<file path="src/rtl/e203_ifu_jalr_sched.sv">
// e203_ifu_jalr_sched: IFU branch prediction operands and JALR rs1 read scheduling
// via the shared regfile port.
module e203_ifu_jalr_sched (
   input  logic        clk,
   input  logic        rst_n,
   input  logic        dec_i_valid,
   input  logic        dec_jal,
   input  logic        dec_jalr,
   input  logic        dec_bxx,
   input  logic [4:0]  dec_jalr_rs1idx,
   input  logic [31:0] dec_bjp_imm,
   input  logic [31:0] pc,
   input  logic        ifu_accept,
   input  logic        flush_req,
   input  logic        oitf_empty,
   input  logic        ir_valid,
   input  logic        ir_rdwen,
   input  logic [4:0]  ir_rdidx,
   input  logic [31:0] rf_x1,
   output logic        rs1_rd_req,
   input  logic        rs1_rd_gnt,
   input  logic [31:0] rs1_rd_data,
   output logic [4:0]  rs1_rd_idx,
   output logic        prdt_taken,
   output logic [31:0] prdt_op1,
   output logic [31:0] prdt_op2,
   output logic        bpu_wait
);
   localparam logic [1:0] IDLE = 2'd0, WAIT_DEP = 2'd1, REQ = 2'd2, CAPT = 2'd3;
   logic [1:0]  state, state_nxt;
   logic [31:0] rs1_buf;
   logic        jalr_x0, jalr_x1, jalr_xn, ir_wr, x1_dep, xn_dep;
   assign jalr_x0 = dec_jalr & (dec_jalr_rs1idx == 5'd0);
   assign jalr_x1 = dec_jalr & (dec_jalr_rs1idx == 5'd1);
   assign jalr_xn = dec_jalr & (|dec_jalr_rs1idx[4:1]);
   assign ir_wr   = ir_valid & ir_rdwen;
   assign x1_dep  = ~oitf_empty | (ir_wr & (ir_rdidx == 5'd1));
   assign xn_dep  = ~oitf_empty | (ir_wr & (ir_rdidx == dec_jalr_rs1idx));
   always_comb begin
      state_nxt = flush_req            ? IDLE :
                  (state == IDLE)      ? ((dec_i_valid & jalr_xn) ? (xn_dep ? WAIT_DEP : REQ) : IDLE) :
                  (state == WAIT_DEP)  ? (xn_dep ? WAIT_DEP : REQ) :
                  (state == REQ)       ? (rs1_rd_gnt ? CAPT : REQ) :
                                         (ifu_accept ? IDLE : CAPT);
   end
   always_ff @(posedge clk or negedge rst_n) begin
      if (!rst_n) begin
         state   <= IDLE;
         rs1_buf <= '0;
      end else begin
         state <= state_nxt;
         if ((state == REQ) & rs1_rd_gnt & ~flush_req) rs1_buf <= rs1_rd_data;
      end
   end
   assign rs1_rd_req = (state == REQ);
   assign rs1_rd_idx = dec_jalr_rs1idx;
   assign prdt_taken = dec_jal | dec_jalr | (dec_bxx & dec_bjp_imm[31]);
   assign prdt_op2   = dec_bjp_imm;
   assign prdt_op1   = ~dec_jalr ? pc : jalr_x0 ? 32'd0 : jalr_x1 ? rf_x1 : rs1_buf;
   // x1 waits purely on the live dependency; xN waits until its operand is captured
   assign bpu_wait   = (dec_i_valid & jalr_x1 & x1_dep)
                     | ((state == IDLE) & dec_i_valid & jalr_xn)
                     | (state == WAIT_DEP) | (state == REQ);
endmodule

</file>
<file path="config.mk">
export PLATFORM = sky130hd
export DESIGN_NAME = e203_ifu_jalr_sched
export DESIGN_NICKNAME = d
export VERILOG_FILES = /design/src/rtl/e203_ifu_jalr_sched.sv
export SDC_FILE = /design/constraint.sdc
export NUM_CORES = 1
export LEC_CHECK = 0
export ABC_AREA = 1
export CORE_MARGIN = 3
export CORE_UTILIZATION = 32
export DETAILED_ROUTE_END_ITERATION = 8
export GPL_TIMING_DRIVEN = 0
export PLACE_DENSITY = 0.93
export SYNTH_ARGS = -nofsm -noshare
export SYNTH_HDL_FRONTEND = slang
export SYNTH_SLANG_ARGS = --single-unit
</file>
<file path="constraint.sdc">
create_clock -name clk -period 2.44 [get_ports clk]
set_clock_uncertainty 0.1 [all_clocks]
set_input_delay 0.732 -clock clk [delete_from_list [all_inputs] [get_ports clk]]
set_output_delay 0.732 -clock clk [all_outputs]
set_load 0.005 [all_outputs]
</file>
==> impl_table.tex <==
\begin{tabular}{lr}
\hline
Metric & Value \\
\hline
\multicolumn{2}{l}{\textbf{Outcome}} \\
\quad Run status & complete, but fails checks \\
\quad Violated checks & setup timing \\
\multicolumn{2}{l}{\textbf{Clock network}} \\
\quad Clock latency on the worst-skew pair & 0.27 ns \\
\quad Hold-fix buffers at CTS & 0 \\
\quad Number of clock buffers inserted by TritonCTS & 5 \\
\quad Number of H-tree levels & 2 \\
\quad Maximum number of buffers from clock root to sink & 2 \\
\quad Clock transition at path regs & 0.07 ns \\
\quad Clock sink count & 34 \\
\quad CTS tree & yes \\
\quad Root buffer cell & clkbuf\_8 \\
\multicolumn{2}{l}{\textbf{Detailed routing}} \\
\quad Detailed-route DRC error count & 0 \\
\quad Drt wl/cell & 16.52 µm \\
\quad Vias post-DR & about 3000 \\
\quad Routed vias/inst & between 4 and 5 \\
\quad 1st-iter DRT viols & 32 \\
\quad Overall routed net length & approximately 10 mm \\
\quad Antenna Violating Nets Remaining & 0 \\
\quad Router iterations before antenna repair & 4 \\
\multicolumn{2}{l}{\textbf{Die}} \\
\quad Initial core utilization & 0.3413 \\
\quad Floorplan Core Area & 7486 µm² \\
\quad Height of the die & roughly 95 µm \\
\quad Boundary Pins & between 200 and 250 \\
\quad Number of core rows & 31 \\
\quad Die Wd & roughly 95 µm \\
\quad Die outline area & $\sim$9100 µm² \\
\multicolumn{2}{l}{\textbf{GRT}} \\
\quad Met1 Use GR & 0.2279 \\
\quad First-pass GRT wire length & roughly 15 mm \\
\quad GRT busiest layer & met2 \\
\quad Antenna violations before repair & 0 \\
\quad Aggregate global routing overflow & 0 \\
\quad Pin count of the biggest net entering global routing & 35 \\
\quad Number of global-route vias before repair & 3185 \\
\quad Global-route met3 utilization & 0.06156 \\
\quad Total track usage & 0.2169 \\
\quad Fraction of met2 tracks used by global routing & 0.4099 \\
\multicolumn{2}{l}{\textbf{Layout}} \\
\quad Nets@finish & about 680 \\
\quad Area growth from synthesis to layout & 108.3\% \\
\quad Final core occ & 0.7108 \\
\quad Fill cell total of the finished layout & 578 \\
\quad Layout cells sized above 1 & 0.4342 \\
\quad Finished Layout Cells & roughly 630 \\
\quad Multi-input gate area in the final layout & 1639 µm² \\
\quad Total inserted antenna cells & 0 \\
\quad Register area & around 850 µm² \\
\multicolumn{2}{l}{\textbf{Placement}} \\
\quad Count of port buffers added during placement & 190 \\
\quad Detailed Place HPWL & just under 8 mm \\
\quad Number of instances in the placed design & around 600 \\
\quad Routability Congestion & about 0.84 \\
\multicolumn{2}{l}{\textbf{Critical path}} \\
\quad Worst setup EP type & output pin \\
\quad Reg2Reg Capture Point & rs1\_buf[3] \\
\quad Critical path data required time & around 1.6 ns \\
\quad Count of cells along the worst register-to-register path & 4 \\
\quad R2R Path Start & state[0] \\
\quad Cell-by-cell trace of the critical path & buf\_8 > nor2\_4 > nand2\_4 > nor2\_4 > buf\_12 > inv\_16 > buf\_12 > nor2\_2 > o21ai\_1 > buf\_2 \\
\quad Setup Crit Path Kind & in -> out \\
\quad CP Max Fanout & 10 \\
\quad Largest delay share family, worst path & buffers and inverters \\
\quad Maximum single-stage delay on the critical path & 0.17 ns \\
\quad Arrival time of data at the critical path endpoint & 1.83 ns \\
\quad Launching element type of the critical path & primary input \\
\quad Cell at the slowest stage of the critical path & buf\_12 \\
\quad Register-to-register path setup slack & slightly below 1 ns \\
\quad Number of buffer and inverter stages on the critical path & 5 \\
\multicolumn{2}{l}{\textbf{STA}} \\
\quad Tcrit/Tclk final & 1.090 \\
\quad Number of hold violations in the final report & 0 \\
\quad Worst slew pin tran & 0.7748 ns \\
\quad Final setup fails & 33 \\
\quad Max frequency & approximately 380 MHz \\
\quad Minimum clock period & 2.660 ns \\
\quad Worst rel slew slack & 0.4834 \\
\quad Unrepaired setup endpoints after global routing & yes \\
\quad Post-route setup slack & -0.2198 ns \\
\quad Count of pins over their slew limit & 0 \\
\multicolumn{2}{l}{\textbf{Logic synthesis}} \\
\quad Leading cell types by count after synthesis & nand2\_1 (56), o21ai\_0 (46), nor2\_1 (42) \\
\quad Area share of the largest cell type after synthesis & 0.3330 \\
\quad Post-Synthesis Cells & about 310 \\
\quad Post-Syn Nets & 464 \\
\quad Yosys reg bits & 34 \\
\quad Average instance area after synthesis & 8.137 µm² \\
\quad Area leader, netlist & dfrtp\_1 \\
\quad Most common cell in the synthesized netlist & nand2\_1 \\
\quad YS warnings & 0 \\
\quad Number of unique standard cell types used by synthesis & 20 \\
\quad Post-synth top flop & dfrtp\_1 \\
\quad Ys async rst share & 1.000 \\
\quad Portion of the post-synthesis area used by sequential elements & 0.3330 \\
\quad Netlist area before placement & approximately 2600 µm² \\
\quad Top cells by area, synth & dfrtp\_1 (33\%), mux2\_4 (18\%), buf\_4 (11\%) \\
\quad Number of enable flip-flop cells after synthesis & 0 \\
\multicolumn{2}{l}{\textbf{Power and ir drop}} \\
\quad Maximum vdd ir drop & 0.0002598 V \\
\quad Static leakage & roughly 2.5 nW \\
\quad Power density relative to cell area & roughly 470 nW/µm² \\
\multicolumn{2}{l}{\textbf{Flow run}} \\
\quad Max capacitance violation total & 0 \\
\multicolumn{2}{l}{\textbf{Min path}} \\
\quad Path category of the worst min-delay check & reg -> reg \\
\quad Count of cells along the worst hold path & 1 \\
\quad Hold Startpoint & rs1\_buf[31] \\
\quad WHS Endpoint & rs1\_buf[31] \\
\hline
\end{tabular}
-- worst max-delay path by stage --
stage | startpoint | endpoint | slack, ns | cells after the start
2_1_floorplan | dec_jalr_rs1idx[1] | prdt_op1[0] | 0.11 | 6
4_1_cts | dec_jalr_rs1idx[3] | prdt_op1[21] | -0.25 | 10
3_3_place_gp | dec_jalr_rs1idx[1] | prdt_op1[13] | -1.30 | 8
3_5_place_dp | dec_jalr_rs1idx[1] | prdt_op1[13] | -1.28 | 8
5_1_grt | dec_jalr_rs1idx[2] | prdt_op1[12] | -0.28 | 10
6_report | dec_jalr_rs1idx[2] | prdt_op1[12] | -0.22 | 10
-- logic make-up after synthesis --
kind of cell / count (synthesis) / synth area share
AOI/OAI and AO/OA: 72 / 0.1425
buffers and inverters: 70 / 0.1694
DFF: 34 / 0.3330
muxes: 32 / 0.1851
and+or+nand+nor: 106 / 0.1699
-- area by class of cell --
class / count / area share
plain buffers: 52 / 0.09405
well taps: 99 / 0.02328
inverters: 18 / 0.01575
flip-flops and latches: 34 / 0.1599
multi-input cells: 210 / 0.3080
clock buffers: 6 / 0.01552
clock inverters: 2 / 0.002351
repair buffers: 210 / 0.3811
-- cells in the final DEF (no fill, tap or decap) --
cell / n
inv_1: 14
clkdlybuf4s50_1: 140
clkbuf_4: 1
buf_4: 43
clkbuf_2: 2
o21ai_0: 2
a21oi_1: 2
buf_12: 6
nand4_1: 1
clkbuf_8: 6
inv_16: 1
nand2_4: 4
mux2_2: 2
buf_16: 3
nand2_1: 52
clkinvlp_4: 1
o21ai_4: 3
nor2_1: 11
dlygate4sd2_1: 8
clkbuf_1: 1
o21ai_2: 33
mux2_4: 30
a211o_1: 1
inv_2: 3
nor2_2: 13
buf_8: 7
clkinv_2: 1
buf_6: 10
o21ai_1: 31
clkbuf_16: 4
dfrtp_1: 34
nor2_4: 20
dlymetal6s2s_1: 1
nand3_4: 2
nand3_1: 3
buf_2: 36
-- layer usage --
| layer | wire length (µm) | part of all wire |
|---|---|---|
| met5 | 0 | 0 |
| met4 | 142 | 0.014 |
| met2 | 5572 | 0.53 |
| met1 | 3719 | 0.36 |
| met3 | 989 | 0.095 |
-- registers in the layout (all words and copies together), names as in the netlist --
register	flops
rs1_buf	32
state	2
-- repair_timing --
action	in CTS	in global routing
pin swaps	33	15
buffers inserted	12	2
setup endpoints to repair	40	33
gates resized for setup	338	42
cloned	6	2
-- stage by stage --
stage               area [µm²]  setup WS, ns  hold slack, ns  total power [mW]  TNS (ns)
floorplan                 2555        0.1062          0.3364             1.363         0
global placement          4581        -1.302          0.3857             1.939    -45.76
detailed placement        4576        -1.279          0.3899             1.978    -41.70
CTS                       5134       -0.2494          0.4149             2.460    -6.371
global route              5321       -0.2818          0.4364             2.664    -8.295
finish                    5321       -0.2198          0.4114             2.504    -6.053
-- where the power goes --
group	total, mW	leakage, nW	switching [mW]	internal (mW)
clock	0.431	0.0472	0.204	0.227
sequential	0.929	0.422	0.167	0.763
combinational	1.14	2.01	0.372	0.772
Note: power is estimated with default switching activity, not from simulation.
==> variant (config.mk and constraints unchanged) <==
Reset style: synchronous (`rst_n`), changed in one clocked block.
--- a/src/rtl/e203_ifu_jalr_sched.sv
+++ b/src/rtl/e203_ifu_jalr_sched.sv
@@ -45,3 +45,3 @@
    end
-   always_ff @(posedge clk or negedge rst_n) begin
+   always_ff @(posedge clk) begin
       if (!rst_n) begin
Behaviour: differs if rst_n is asserted again (counterexample within 4 cycles, from zero or initial values and one cycle with rst_n low); with rst_n held inactive, the same outputs for 10 cycles.
==> variant against the unedited design <==
Count of clock-buffer cells in the layout unchanged. Routed wire length up 6.0%. Cell count up 19%. Setup slack worse by 110 ps. Register-to-register slack worse by 560 ps. Area after synthesis down 2.8%. Cell area down 3.7%. Non-clock buffer count up 34. Sequential cell count unchanged. Worst hold slack worse by 22 ps. The run still ends with setup timing left. Critical endpoint is now prdt_op1[5]. Power down 37%. Synthesized cell count up 31%. Via count up 20%.
==> variant: results (changes against the unedited design) <==
stage,metric,value,unit,change
outcome,outcome,finished with violations,,unchanged
outcome,violations,setup timing,,unchanged
clock_network,cts_buffers,5,,unchanged
pwr,vdd_ir_drop_max,0.213,mV,was 0.260 mV
min_path,hold_path_class,register to register,,unchanged
critical_path,crit_family,buffers and inverters,,unchanged
clock_network,clk_path_buf_depth,2,,unchanged
finish,drive_gt1_share,31.1,%,was 43.4%
critical_path,worstPathArrival,1940,ps,was 1830 ps
critical_path,startpoint,dec_jalr_rs1idx[2],,unchanged
timing,setup_slack,-333,ps,was -220 ps
finish,antenna_cells,0,,unchanged
finish,top_regs,"rs1_buf: 32 flops, state: 2 flops",,unchanged
finish,instances_no_fill,754,,was 631
placed_design,dp_cells,701,,was 603
critical_path,crit_path_top_delay_cell,o21ai_4,,was buf_12
clock_network,clock_latency,270,ps,about the same
critical_path,r2r-end,state[1],,was rs1_buf[3]
clock_network,clock-root-buffer,clkbuf_8,,unchanged
logic_synthesis,async_flop_share,0,%,was 100%
grt,grt_pass1_vias,3550,,was 3185
grt,antenna_found_initial,0,,unchanged
pwr,p_leak,2.32,nW,was 2.48 nW
grt,grt_max_degree,12,,was 35
grt,grt_first_pass_wirelength,16600,microns,was 15100 microns
detailed_routing,wl_per_cell,14.6,microns,was 16.5 microns
logic_synthesis,netlist_instances,412,,was 314
clock_network,path_clk_slew,70,ps,about the same
grt,grt_util_all_layers,23.8,%,was 21.7%
placed_design,dp_hpwl,7990,microns,was 7820 microns
critical_path,r2r_cells,13,,was 4
logic_synthesis,synth_common_cells,"99 x nor2_1, 85 x nand2_1, 43 x buf_4, 36 x a21oi_1",,"was 56 x nand2_1, 46 x o21ai_0, 42 x nor2_1, 37 x buf_4, 34 x dfrtp_1"
detailed_routing,via_per_inst,4.75,,was 4.72
logic_synthesis,yosysSeqAreaShare,27.4,%,was 33.3%
finish,nNetsFinal,804,,was 681
logic_synthesis,synth-edff-count,0,,unchanged
placed_design,gp_congestion,0.803,,was 0.836
placed_design,portBuffers,190,,unchanged
critical_path,reg2reg_slack,430,ps,was 990 ps
logic_synthesis,synth_cell_types,20,,unchanged
logic_synthesis,synth_warnings,0,,unchanged
flow_run,max_cap_viol_count,0,,unchanged
critical_path,slowest_delay,180,ps,
logic_synthesis,synth_fp_nets,562,,was 464
detailed_routing,drtPass1Iterations,5,,was 4
timing,setup_viol,35,,was 33
timing,slew_headroom,73.2,%,was 48.3%
logic_synthesis,ys_top_cells_by_area,"dfxtp_1 27%, nor2_1 15%, buf_4 13%, nand2_1 13%, a21oi_1 7.3%",,"was dfrtp_1 33%, mux2_4 18%, buf_4 11%, o21ai_0 9.0%, nand2_1 8.2%"
critical_path,r2r-start,state[0],,unchanged
clock_network,h-tree-depth,2,,unchanged
placed_design,dpl_worst_slack,-1120,ps,was -1280 ps
critical_path,crit_fanout,5,,was 10
detailed_routing,drtIter0Drc,67,,was 32
critical_path,crit_path_end,prdt_op1[5],,was prdt_op1[12]
variant: how the worst min path moves through the flow:
| stage | start | to | slack (ps) | cells past startpoint |
|---|---|---|---|---|
| 6_report | rs1_buf[18] | rs1_buf[18] | 390 | 2 |
| 5_1_grt | rs1_buf[11] | rs1_buf[11] | 400 | 2 |
| 4_1_cts | rs1_buf[31] | rs1_buf[31] | 390 | 2 |
| 3_5_place_dp | rs1_buf[25] | rs1_buf[25] | 350 | 2 |
| 3_3_place_gp | rs1_buf[25] | rs1_buf[25] | 340 | 2 |
| 2_1_floorplan | rs1_buf[25] | rs1_buf[25] | 330 | 2 |
variant: timing repair:
item / 4_1_cts / 5_1_grt
pin swaps: 27 / 27
endpoints found under the setup margin: 40 / 35
gates cloned: 5 / 0
gates resized for setup: 240 / 18
setup buffers: 41 / 4
variant: worst register-to-register path, stage by stage (launching register included):
cell and delay, ps:
dfxtp_1 420, nor2_1 70, nand4_1 120, nand2_2 80
buf_4 140, buf_4 120, buf_4 120, buf_4 120
buf_4 120, buf_4 120, buf_4 120, buf_4 130
nand3_2 80, a21oi_2 50
variant: layer usage:
metal | wire length (microns) | vias to the layer above | part of all wire, % | global-route usage [%]
met5 | 0 | - | 0 | 0
met4 | 141 | 0 | 1.3 | 5.05
met3 | 817 | 12 | 7.4 | 5.21
met2 | 6040 | 154 | 55 | 46.0
met1 | 4050 | 1643 | 37 | 26.2
li1 | - | 1770 | - | -
variant: where the power goes:
part           internal, mW  total [mW]  leakage (nW)  switching (mW)
logic                 0.392       0.614          2.00           0.222
registers             0.561       0.565         0.274         0.00414
clock network         0.201       0.404        0.0452           0.203
variant: cells by family after synthesis:
logic type / Yosys count / share of synthesized area [%]
AOI/OAI and AO/OA: 104 / 21.6
buffers and inverters: 77 / 19.4
and+or+nand+nor: 197 / 31.7
DFF: 34 / 27.4
variant: through the flow:
step | util, % | instance area [sq um] | setup TNS (ps) | hold slack, ps
2_1_floorplan | - | 2480 | 0 | 329
3_3_place_gp | 61.2 | 4510 | -36240 | 340
3_5_place_dp | 61.2 | 4510 | -36980 | 345
4_1_cts | 68.3 | 5030 | -7970 | 389
5_1_grt | 69.5 | 5120 | -11720 | 398
6_report | 69.5 | 5120 | -9540 | 390
variant: cell type report:
cell class              instances  area (sq um)
plain buffers                  56           430
repair buffers                240          2230
fillers                       632          2250
clock buffers                   6          72.6
multi-input cells             301          1510
inverters                      16          60.1
well taps                      99           124
clock inverters                 2          13.8
flip-flops and latches         34           681
